## src/rtl/counter_arbiter.sv

```systemverilog
// Round-robin arbiter that lends one shared one-shot counter to several clients.
// Optional abort-on-request-drop behaviour is enabled by defining COUNTER_ARBITER_ABORT_EN.
module counter_arbiter #(
    parameter int requesters = 4,
    parameter int bitwidth   = 8
) (
    input  logic                           clock,
    input  logic                           reset,
    input  logic [requesters-1:0]          request,
    input  logic [requesters*bitwidth-1:0] delay,
    input  logic                           counter_overflow,
    output logic [requesters-1:0]          grant,
    output logic [requesters-1:0]          done,
    output logic                           busy,
    output logic [bitwidth-1:0]            counter_reload_value,
    output logic                           counter_start,
    output logic                           counter_stop
);

    localparam int PW = (requesters > 1) ? $clog2(requesters) : 1;
    localparam logic [PW:0]   REQ_N = (PW+1)'(requesters);
    localparam logic [PW-1:0] LAST  = PW'(requesters - 1);

    typedef enum logic [2:0] {
        ST_IDLE,
        ST_LOAD,
        ST_ARM,
        ST_WAIT,
        ST_DONE
    } state_t;

    state_t          state_reg;
    logic [PW-1:0]   ptr_reg;
    logic [PW-1:0]   owner_reg;
    logic [bitwidth-1:0] delay_arr [requesters];
    logic            win_found;
    logic [PW-1:0]   win_idx;
    logic            abort;

    genvar gi;
    generate
        for (gi = 0; gi < requesters; gi++) begin : g_delay
            assign delay_arr[gi] = delay[gi*bitwidth +: bitwidth];
        end
    endgenerate

    // Rotating priority scan: first requester at or above the pointer, with wrap.
    always_comb begin
        logic [PW:0] sum;
        sum       = '0;
        win_found = 1'b0;
        win_idx   = '0;
        for (int i = 0; i < requesters; i++) begin
            sum = {1'b0, ptr_reg} + (PW+1)'(i);
            if (sum >= REQ_N) begin
                sum = sum - REQ_N;
            end
            if (!win_found && request[sum[PW-1:0]]) begin
                win_found = 1'b1;
                win_idx   = sum[PW-1:0];
            end
        end
    end

`ifdef COUNTER_ARBITER_ABORT_EN
    assign abort = (state_reg == ST_LOAD || state_reg == ST_ARM || state_reg == ST_WAIT)
                   && !request[owner_reg];
`else
    assign abort = 1'b0;
`endif

    function automatic logic [requesters-1:0] onehot(input logic [PW-1:0] idx);
        onehot      = '0;
        onehot[idx] = 1'b1;
    endfunction

    function automatic logic [PW-1:0] next_ptr(input logic [PW-1:0] idx);
        next_ptr = (idx == LAST) ? '0 : idx + 1'b1;
    endfunction

    always_ff @(posedge clock or posedge reset) begin
        if (reset) begin
            state_reg            <= ST_IDLE;
            ptr_reg              <= '0;
            owner_reg            <= '0;
            grant                <= '0;
            done                 <= '0;
            busy                 <= 1'b0;
            counter_reload_value <= '0;
            counter_start        <= 1'b0;
            counter_stop         <= 1'b0;
        end else begin
            done          <= '0;
            counter_start <= 1'b0;
            counter_stop  <= 1'b0;
            case (state_reg)
                ST_IDLE: begin
                    if (win_found) begin
                        if (delay_arr[win_idx] != '0) begin
                            grant                <= onehot(win_idx);
                            busy                 <= 1'b1;
                            counter_reload_value <= delay_arr[win_idx];
                            counter_start        <= 1'b1;
                            owner_reg            <= win_idx;
                            state_reg            <= ST_LOAD;
                        end else begin
                            // A zero reload would never overflow, so answer without the counter.
                            done    <= onehot(win_idx);
                            ptr_reg <= next_ptr(win_idx);
                        end
                    end
                end
                ST_LOAD, ST_ARM, ST_WAIT: begin
                    if (abort) begin
                        counter_stop <= 1'b1;
                        grant        <= '0;
                        busy         <= 1'b0;
                        ptr_reg      <= next_ptr(owner_reg);
                        state_reg    <= ST_DONE;
                    end else if (state_reg == ST_LOAD) begin
                        state_reg <= ST_ARM;
                    end else if (state_reg == ST_ARM) begin
                        // Overflow may still be high from the previous run until the start lands.
                        if (!counter_overflow) begin
                            state_reg <= ST_WAIT;
                        end
                    end else if (counter_overflow) begin
                        done         <= onehot(owner_reg);
                        counter_stop <= 1'b1;
                        grant        <= '0;
                        busy         <= 1'b0;
                        ptr_reg      <= next_ptr(owner_reg);
                        state_reg    <= ST_DONE;
                    end
                end
                ST_DONE: begin
                    state_reg <= ST_IDLE;
                end
                default: begin
                    state_reg <= ST_IDLE;
                end
            endcase
        end
    end

endmodule

```

## config.mk

```make
export PLATFORM = sky130hd
export DESIGN_NAME = counter_arbiter
export DESIGN_NICKNAME = d
export VERILOG_FILES = /design/src/rtl/counter_arbiter.sv
export SDC_FILE = /design/constraint.sdc
export NUM_CORES = 1
export LEC_CHECK = 0
export ABC_AREA = 1
export CELL_PAD_IN_SITES_DETAIL_PLACEMENT = 0
export CELL_PAD_IN_SITES_GLOBAL_PLACEMENT = 2
export CORE_UTILIZATION = 22
export DETAILED_ROUTE_END_ITERATION = 10
export HOLD_SLACK_MARGIN = 0.03
export PLACE_DENSITY_LB_ADDON = 0.12
export SYNTH_ARGS = -nofsm -noshare
export SYNTH_HDL_FRONTEND = slang
export SYNTH_SLANG_ARGS = --single-unit
export TNS_END_PERCENT = 100
```

## constraint.sdc

```tcl
create_clock -name clock -period 2.2 [get_ports clock]
set_input_delay 0.22 -clock clock [delete_from_list [all_inputs] [get_ports clock]]
set_output_delay 0.22 -clock clock [all_outputs]
set_load 0.03 [all_outputs]
```

== After elaboration in Yosys (flattened, before gate mapping) ==
Index checks and enable logic that the tools add are counted.
W data, S select, Z words.
Cells by class
  bitwise operators: 1
  reductions and logical operators: 16
  equality and inequality tests: 13
  multiplexer cells: 67
  $lt $le $gt $ge: 13
  $add $sub $neg: 9
Operators with widths (number)
  $mux W4: 10
  $mux W2: 15
  $mux W1: 22
  $lt A2 B3 Y1 const B: 6
  $mux W3: 6
  $bmux W8 S2: 1
  $mux W8: 2
  $pmux W4 S2: 2
  $ge A3 B3 Y1 const B: 4
  $ne A2 B2 Y1 const B: 6
  $reduce_and A6 Y1: 2
  $bmux W1 S2: 4
  $ne A4 B4 Y1 const B: 2
  $reduce_bool A8 Y1: 1
  $sub A2 B1 Y2 const B: 4
  $add A2 B2 Y3 const B: 2
  $eq A3 B2 Y1 const B: 2
  $pmux W3 S2: 1
  $logic_and A1 B1 Y1: 5
  $add A2 B1 Y2 const B: 2
  $demux W1 S2: 2
  $eq A2 B2 Y1 const B: 2
  $ge A2 B1 Y1 const B: 2
  $pmux W2 S2: 1
  other kinds (11): 13
Storage, ports and cells
  word-level logic and storage cells: 128
  input bits: 39
  register bits after elaboration: 26
  output and inout bits: 19

== Logic depth before layout (Yosys ltp) ==
  depth after elaboration: 22
  depth in mapped cells: 20
  depth with buffers taken out: 19

== Worst setup path after synthesis ==
OpenSTA, ideal clock, no wires.
  kind: flip-flop to flip-flop
  start point: register ptr_reg[0]
  end point: register grant[3]
  data required time: 2082 ps
  setup slack: -45 ps
  buffers on the path: 3
  data arrival time: 2127 ps
  clock period less this slack: 2245 ps
  stages on the path, launching flop included: 18
  cell sequence: dfrtp_1 > buf_4 > nand2_1 > nand3_1 > nand2_2 > nor2_1 > nor2_1 > nand2_4 > buf_2 > nand3_1 > nand3_1 > nand2_1 > nand2_1 > nor2_4 > nand2_4 > buf_2 > nand4_1 > nand2_1
On the way
  longest elaborated chain between the ends: 21
Ends and longest elaborated chain
  from (decl): line 33  | logic [PW-1:0] ptr_reg;
  from (signal assigned): line 109  | ptr_reg <= next_ptr(win_idx);
  from (signal assigned): line 118  | ptr_reg <= next_ptr(owner_reg);
  from (signal assigned): line 132  | ptr_reg <= next_ptr(owner_reg);
  parallel branches: the longest is 21 deep, another holds $add A2 B1 Y3
  to (signal assigned): line 100  | grant <= onehot(win_idx);
  to (decl): line 12  | output logic [requesters-1:0] grant,
Several ways; the timed one is not identified. The select of a mux whose other input is x is not followed.
A chain may end at the register's enable or synchronous reset.

== Final worst setup path ==
  start point: register ptr_reg[0]
  end point: register counter_reload_value[1]
On the way
  longest elaborated chain between the ends: 20
Ends and longest elaborated chain
  parallel branches: the longest is 20 deep, another holds $add A2 B1 Y3
  to (signal assigned): line 102  | counter_reload_value <= delay_arr[win_idx];
  to (decl): line 15  | output logic [bitwidth-1:0] counter_reload_value,
Several ways; the timed one is not identified. The select of a mux whose other input is x is not followed.

==> run_results.csv <==
group,metric,value,unit
detailed_routing,drc_errors,0,
sta,drv_slew,0,
detailed_routing,drtPass1Iterations,4,
detailed_routing,vias,2117,
detailed_routing,ant_nets,0,
final_layout,num_antenna_cells,0,
sta,final_hold_viol_count,0,
global_route,antenna_found_initial,0,
global_route,grt_util_all_layers,0.126,
job,drv_cap,0,
sta,layout_setup_ws,-0.179,ns
clock_network,cts_made_buffers,3,
placed_design,dpl.hpwl,4100,um
final_layout,top_register,"counter_reload_value",
sta,min_period_over_period,1.08,
clock_network,clock_latency,0.27,ns
final_layout,reg_top3,"counter_reload_value: 8 flops, done: 4 flops, grant: 4 flops",
sta,worst_pin_slew,0.507,ns
global_route,grt_max_degree,27,
synth,synth_seq_area_share,0.346,
final_layout,fill_cells,885,
floorplan,io_pins,58,
hold_path,hp-class,"in2async",
critical_path,crit_arrival,2.55,ns
synth,yosysWarnings,0,
clock_network,cts_max_level,1,
clock_network,cts_buffer_depth,2,
critical_path,start_kind,"flop",
clock_network,cts-root-buf,"clkbuf_8",
clock_network,cts.clk_slew.worst_paths,0.09,ns
floorplan,rows,33,
status,status,"finished, violations left",
final_layout,largest_register_ffs,8,
critical_path,critPathSlowestCell,"dfrtp_2",
placed_design,io_buffers,57,
sta,fin_crit,2.38,ns
synth,synth_area,1880,sq um
critical_path,path_cells,"nand2_1 -> nand2_4 -> buf_4 -> nand2_1 -> o21ai_2 -> nand3_4 -> nand3_2 -> nand2_4 -> buf_12 -> nand3_2 -> nand2_2 -> nand2_2 -> nor2_4 -> nand2_4 -> buf_6 -> nand4_1 -> nand2_1",
clock_network,hold_buffers,0,
synth,synth.distinct_cells,24,
final_layout,num-nets-final,434,
critical_path,crit_type,"reg2reg",
sta,rsz0062_at_grt,"yes",
detailed_routing,drt_iter0_drc,42,
placed_design,dpl_worst_slack,-0.535,ns
sta,tns,-3.64,ns
floorplan,die_h,94.5,um
critical_path,crit_buf_inv,3,
sta,setup-violations-final,24,
final_layout,seq_area,653,sq um
sta,maxSlewHeadroom,0.659,
placed_design,gp_congestion,0.714,
critical_path,required,2.37,ns
global_route,grt_pass1_wl,8850,um
status,failed_checks,"negative setup slack",
synth,synth_nets,325,
critical_path,worst_path_dominant_cell_family,"simple AND/OR/NAND/NOR gates",
detailed_routing,drt-total-wl,5490,um
global_route,grt-ovfl-total,0,
critical_path,end_kind,"flop",
global_route,grt_pass1_vias,1930,
synth,ys_seq_elements,26,
final_layout,multi_input_area,1330,sq um
floorplan,fp.dieW,94.5,um
sta,finClkSkew,0.00220,ns
final_layout,drive_gt1_frac,0.339,
floorplan,die-area,8930,sq um
critical_path,max_stage_delay,0.48,ns
final_layout,syn_to_final_growth,77.3,%
detailed_routing,wire_per_inst,11.2,um
clock_network,clock-sinks,26,
synth,avgSynthCellArea,6.77,sq um
floorplan,start_util,0.228,
clock_network,cts_tree,"yes",
sta,fmax,0.420,GHz
synth,synthCells,278,
detailed_routing,via_per_inst,4.31,
floorplan,core,8260,sq um
critical_path,cp_max_fo,8,
[worst reg2reg max path, stage by stage (launching register included)]
cell and delay, ns:
dfrtp_2 0.48, nand2_1 0.14, nand2_4 0.08, buf_4 0.14
nand2_1 0.07, o21ai_2 0.08, nand3_4 0.13, nand3_2 0.10
nand2_4 0.13, buf_12 0.15, nand3_2 0.08, nand2_2 0.09
nand2_2 0.06, nor2_4 0.16, nand2_4 0.10, buf_6 0.14
nand4_1 0.09, nand2_1 0.06
[final timing paths]
| kind | startpoint | to | slack (ns) | cells past startpoint |
|---|---|---|---|---|
| worst min-delay path | reset | counter_reload_value[6]$_DFFE_PP0P_ | 0.30 | 3 |
| worst max register to register | ptr_reg[0]$_DFFE_PP0P_ | counter_reload_value[1]$_DFFE_PP0P_ | -0.18 | 17 |
| worst max-delay path | ptr_reg[0]$_DFFE_PP0P_ | counter_reload_value[1]$_DFFE_PP0P_ | -0.18 | 17 |
| worst min register to register | busy$_DFFE_PP0P_ | busy$_DFFE_PP0P_ | 0.48 | 2 |
| min in group clock | busy$_DFFE_PP0P_ | busy$_DFFE_PP0P_ | 0.48 | 2 |
| max in group asynchronous | reset | ptr_reg[1]$_DFFE_PP0P_ | 1.62 | 3 |
[cell families (layout without fill, tap and decap cells)]
kind of cell	Yosys count	after routing	synth area share
flip-flops	26	26	0.346
multiplexers	1	1	0.00598
AO/OA/AOI/OAI	11	11	0.0306
buffers and inverters	40	147	0.0924
adder cells (fa/ha/maj)	8	8	0.0532
AND/OR/NAND/NOR	192	193	0.472
[placed cells by master, fill, tap and decap left out, types with 4 or more instances in the layout]
cell,n
buf_6,8
nand3_1,27
dfrtp_1,24
nor2_1,6
nor2_4,4
nand3_4,4
nand2_2,27
nand4_1,16
o21ai_2,5
inv_1,25
ha_1,8
nand2_1,82
buf_4,44
clkdlybuf4s50_1,57
nand3_2,12
nand2_4,8
[synth_stat cells]
master / count / area (sq um)
nand2_1: 112 / 420
nand3_1: 40 / 200
dfrtp_1: 26 / 651
inv_1: 26 / 97.6
nand4_1: 16 / 100
ha_1: 8 / 100
nor2_1: 8 / 30.0
o21ai_1: 5 / 25.0
nand2_2: 4 / 25.0
buf_2: 3 / 15.0
inv_2: 3 / 11.3
nand2_4: 3 / 33.8
nand3_2: 3 / 30.0
nor2_4: 3 / 33.8
nor3_1: 3 / 15.0
o21ai_0: 3 / 15.0
a21oi_1: 2 / 10.0
buf_6: 2 / 22.5
clkbuf_1: 2 / 7.51
clkinv_1: 2 / 7.51
buf_4: 1 / 7.51
clkinv_2: 1 / 5.00
mux2_2: 1 / 11.3
o31ai_1: 1 / 7.51
[layout make-up]
class | count | share of cell area
well taps | 105 | 0.0394
flip-flops and latches | 26 | 0.196
repair buffers | 110 | 0.303
clock inverters | 1 | 0.00900
inverters | 32 | 0.0383
multi-input cells | 213 | 0.399
clock buffers | 3 | 0.0124
repair inverters | 1 | 0.00263
[timing repair]
item	in CTS	in global routing
hold endpoints to repair	0	0
pin swaps	39	34
cloned	1	1
gates resized for setup	48	27
endpoints found under the setup margin	24	24
setup buffers	13	5
[layer usage]
layer	up-vias	GRT usage	wire [um]
met4	0	0.0379	70
met2	44	0.210	2620
met5	-	0	0
li1	1116	-	-
met3	5	0.0145	212
met1	952	0.169	2590
[per-stage QoR]
step / area [sq um] / util / cells / hold WS (ns)
2_1_floorplan: 1910 / - / 278 / 0.260
3_3_place_gp: 2830 / 0.342 / 467 / 0.459
3_5_place_dp: 2830 / 0.342 / 467 / 0.458
4_1_cts: 3180 / 0.385 / 485 / 0.313
5_1_grt: 3340 / 0.404 / 491 / 0.355
6_report: 3340 / 0.404 / 491 / 0.301
Power is not shown: default switching activity piles up to over one toggle a cycle in this logic, so the estimate is an artifact.
